File: src/rtl/lc3_pkg.sv
// Shared LC3 definitions: address width, reset PC, and the fetch FSM state encodings.
package lc3_pkg;
    localparam int LC3_ADDR_W = 16;
    localparam logic [LC3_ADDR_W-1:0] LC3_RESET_PC = 16'h3000;

    typedef enum logic [1:0] {
        IDLE = 2'd0,
        REQ  = 2'd1,
        DONE = 2'd2,
        ERR  = 2'd3
    } fetch_state_e;
endpackage

File: src/rtl/fetch_unit.sv
// LC3 fetch stage: owns the PC, issues imem reads with an ack handshake, strobes decode.
// Optional FETCH_PERF_CNT_EN adds a saturating fetch_count output.
module fetch_unit
    import lc3_pkg::*;
#(
    parameter logic [LC3_ADDR_W-1:0] RESET_PC = LC3_RESET_PC,
    parameter int                    TIMEOUT  = 8
) (
    input  logic                  clk,
    input  logic                  rst,
    input  logic                  enable_fetch,
    input  logic                  enable_updatePC,
    input  logic                  br_taken,
    input  logic [LC3_ADDR_W-1:0] taddr,
    input  logic                  imem_ack,
    output logic [LC3_ADDR_W-1:0] pc,
    output logic [LC3_ADDR_W-1:0] npc_out,
    output logic                  instrmem_rd,
    output logic                  enable_decode,
`ifdef FETCH_PERF_CNT_EN
    output logic [15:0]           fetch_count,
`endif
    output logic                  fetch_err
);

    fetch_state_e          state;
    logic [7:0]            wait_cnt;
    logic                  redirect;
    logic [LC3_ADDR_W-1:0] pc_inc;

    assign redirect = enable_updatePC & br_taken;
    assign pc_inc   = pc + 16'd1;

    always_ff @(posedge clk or posedge rst) begin
        if (rst) begin
            state         <= IDLE;
            pc            <= RESET_PC;
            npc_out       <= '0;
            instrmem_rd   <= 1'b0;
            enable_decode <= 1'b0;
            fetch_err     <= 1'b0;
            wait_cnt      <= '0;
        end else begin
            enable_decode <= 1'b0;
            case (state)
                IDLE: begin
                    if (redirect)
                        pc <= taddr;
                    if (enable_fetch) begin
                        state       <= REQ;
                        instrmem_rd <= 1'b1;
                    end
                end
                REQ: begin
                    // A redirect wins over a coincident ack: the old fetch is dropped.
                    if (redirect) begin
                        pc       <= taddr;
                        wait_cnt <= '0;
                    end else if (imem_ack) begin
                        state         <= DONE;
                        instrmem_rd   <= 1'b0;
                        enable_decode <= 1'b1;
                        npc_out       <= pc_inc;
                        wait_cnt      <= '0;
                    end else if (wait_cnt == 8'(TIMEOUT - 1)) begin
                        state       <= ERR;
                        instrmem_rd <= 1'b0;
                        fetch_err   <= 1'b1;
                    end else begin
                        wait_cnt <= wait_cnt + 8'd1;
                    end
                end
                DONE: begin
                    if (enable_updatePC)
                        pc <= br_taken ? taddr : pc_inc;
                    wait_cnt <= '0;
                    if (enable_fetch) begin
                        state       <= REQ;
                        instrmem_rd <= 1'b1;
                    end else begin
                        state <= IDLE;
                    end
                end
                ERR: begin
                    instrmem_rd <= 1'b0;
                    fetch_err   <= 1'b1;
                end
            endcase
        end
    end

`ifdef FETCH_PERF_CNT_EN
    always_ff @(posedge clk or posedge rst) begin
        if (rst)
            fetch_count <= '0;
        else if (state == DONE && fetch_count != 16'hFFFF)
            fetch_count <= fetch_count + 16'd1;
    end
`endif

endmodule

File: config.mk
export PLATFORM = sky130hd
export DESIGN_NAME = fetch_unit
export DESIGN_NICKNAME = d
export VERILOG_FILES = /design/src/rtl/lc3_pkg.sv /design/src/rtl/fetch_unit.sv
export SDC_FILE = /design/constraint.sdc
export NUM_CORES = 1
export LEC_CHECK = 0
export ABC_AREA = 0
export CAP_MARGIN = 20
export CORE_MARGIN = 5
export CORE_UTILIZATION = 50
export CTS_BUF_LIST = sky130_fd_sc_hd__clkbuf_16
export CTS_CLUSTER_DIAMETER = 200
export CTS_CLUSTER_SIZE = 10
export DETAILED_ROUTE_END_ITERATION = 8
export PLACE_DENSITY = 0.83
export SYNTH_ARGS = -nofsm -noshare
export SYNTH_HDL_FRONTEND = slang
export SYNTH_SLANG_ARGS = --single-unit
File: constraint.sdc
create_clock -name clk -period 2.4 [get_ports clk]
set_input_delay 0.48 -clock clk [delete_from_list [all_inputs] [get_ports clk]]
set_output_delay 0.48 -clock clk [all_outputs]
set_load 0.005 [all_outputs]
==> results.toml, run 1 <==
[sta]
tightest_slew_ns = 0.717
hold_viol_final = 0
rsz0062_at_grt = "false"
maxSlewViolCount = 0
setup_ws_ns = 0.297
fin_setup_tns_ns = 0
fmax_ghz = 0.475
finalCritPeriodShare_pct = 87.6
period_needed_ns = 2.10
setup_viol = 0
max_slew_margin_pct = 51.8
skew_ns = 0.00664

[grt]
gr-total-overflow = 0
grt_pass1_vias = 2123
grt_usage_pct = 20.5
grt_pass1_wl_mm = 10.3
grt_max_degree = 46
antenna_found_initial = 0

[clocking]
cts_resized = 0
clock_latency_ns = 0.29
post_cts_buffers = 0
max-clock-path-buffers = 2
holdBufCountCts = 0
numCtsBuffers = 5
htreeDepth = 2
cts_sinks = 45
cts_root_buffer = "clkbuf_16"
cts_tree = "yes"
clk_pin_slew_ns = 0.07

[pwr]
power_density_nw_per_um2 = 1290
leakagePower_uw = 0.00134
ir_drop_mv = 0.565

[synthesis]
synth_commonest_cells = "dfrtp_1, nand2_1, o21ai_0, nor2_1, a21oi_1"
synth_seq_cells = 45
yosysWarningCount = 0
synth_ff_type = "dfrtp_1"
yosysTopAreaCellShare_pct = 43.6
synthArstFlopShare_pct = 100
syn_area_um2 = 2470
synth-edff-count = 0
synth.most_common_cell = "dfrtp_1"
synth_nets = 299
synth_cells = 270
yosysTopAreaCell = "dfrtp_1"
ys_seq_area_share_pct = 45.8
ys_types = 40
syn-mean-instance-area_um2 = 9.13
synthTopCellsByArea = "dfrtp_1, nand2_1, o21ai_0"

[detailed_routing]
drc = 0
ant_nets = 0
viasPerCell = 5.57
wire_per_inst_um = 15.3
vias = 2190
drt-total-wl_mm = 6.02
drtPass1Iterations = 4
drt_first_iter_violations = 157

[placement]
dp_slack_ns = 0.295
dp_hpwl_mm = 4.40
gp_congestion = 0.839
portBuffers = 56

[cells_and_area]
area_growth_pct = 31.7
register_area_um2 = 1130
antenna_cells = 0
drive_gt1_share_pct = 6.44
multi_input_area_um2 = 1260
final_nets = 354
nFillCells = 385

[critical_path]
arrival_ns = 2.27
reg2reg_slack_ns = 0.30
path_max_fanout = 9
critPathKind = "reg -> reg"
crit_path_start_kind = "flip-flop"
critPathCaptureType = "flip-flop"
worstPathRequired_ns = 2.57

[outcome]
status = "finished clean"

[die]
start_util_pct = 51.9
die_area_um2 = 6440
ios = 57
die_w_um = 80.2
core_area_um2 = 4750
num_rows = 25
die_h_um = 80.2

[flow_run]
maxCapViolations = 0

[min_path]
hold_path_class = "reg -> reg"
-- path summary, 6_finish.rpt --
| path | startpoint | endpoint | cells past startpoint |
|---|---|---|---|
| max in group asynchronous | rst | pc[13] | 3 |
| worst max-delay path | wait_cnt[0] | wait_cnt[3] | 5 |
| worst min register to register | npc_out[7] | npc_out[7] | 2 |
| min in group asynchronous | rst | npc_out[0] | 3 |
| worst max register to register | wait_cnt[0] | wait_cnt[3] | 5 |
| worst min-delay path | npc_out[7] | npc_out[7] | 2 |
-- where the power goes --
group	internal, uW	switching, uW	leakage, uW
Combinational	1100	956	0.000723
Sequential	1090	364	0.000547
Clock	391	288	0.0000704
Total	2580	1610	0.00134
-- cells by family after synthesis --
| kind of cell | share of synthesized area [%] |
|---|---|
| xor gates and xnor gates | 6.39 |
| DFF | 45.8 |
| buffers and inverters | 3.04 |
| AOI/OAI and AO/OA | 21.0 |
| and+or+nand+nor | 18.6 |
| adders and majority gates | 3.55 |
| muxes | 1.72 |
-- placed cells by master (no fill, tap or decap), types with 8 or more instances in the layout --
cell type and instances:
nand2_1 36, nand3_1 9, xnor2_1 8, nor2_1 19, dfrtp_1 43, xor2_1 10, a21oi_1 18, clkdlybuf4s50_1 56
o21ai_0 26
-- flip-flops by register name (all words and copies together) (netlist names) --
| register | cells |
|---|---|
| fetch_err | 1 |
| npc_out | 16 |
| instrmem_rd | 1 |
| enable_decode | 1 |
| state | 2 |
| wait_cnt | 8 |
| pc | 16 |
-- routing by layer --
metal | track usage [%] | routed length, um | vias to the layer above
li1 | - | - | 1081
met4 | 6.42 | 84 | 0
met3 | 3.59 | 325 | 10
met1 | 25.6 | 2480 | 1025
met5 | 0 | 0 | -
met2 | 35.8 | 3130 | 74
-- critical path: stages (launching register included) --
cell,delay (ns)
dfrtp_1,0.41
ha_1,0.21
or4b_4,0.50
o41ai_4,0.53
o21ai_1,0.13
a22o_1,0.21
-- area by class of cell --
class | count | share of cell area [%]
clock inverters | 3 | 0.770
multi-input cells | 205 | 38.9
repair buffers | 60 | 18.2
flip-flops and latches | 45 | 34.7
inverters | 8 | 0.924
well taps | 67 | 2.58
clock buffers | 5 | 3.85
-- metrics by stage --
stage	cell area (um^2)	power [uW]	cells	util [%]	hold slack, ns
finish	3250	4190	393	68.3	0.478
global route	3250	4540	393	68.3	0.513
CTS	3250	4220	393	68.3	0.485
detailed placement	3100	3520	385	65.2	0.469
global placement	3100	3440	385	65.2	0.461
floorplan	2470	2600	270	-	0.460
No activity file was read; power rests on OpenSTA's default activity.
==> run 2: changes to the inputs <==
SKIP_LAST_GASP = 1   (was not set)
==> results of run 2 <==
The final DEF is identical to that of run 1; final timing and power are the same.
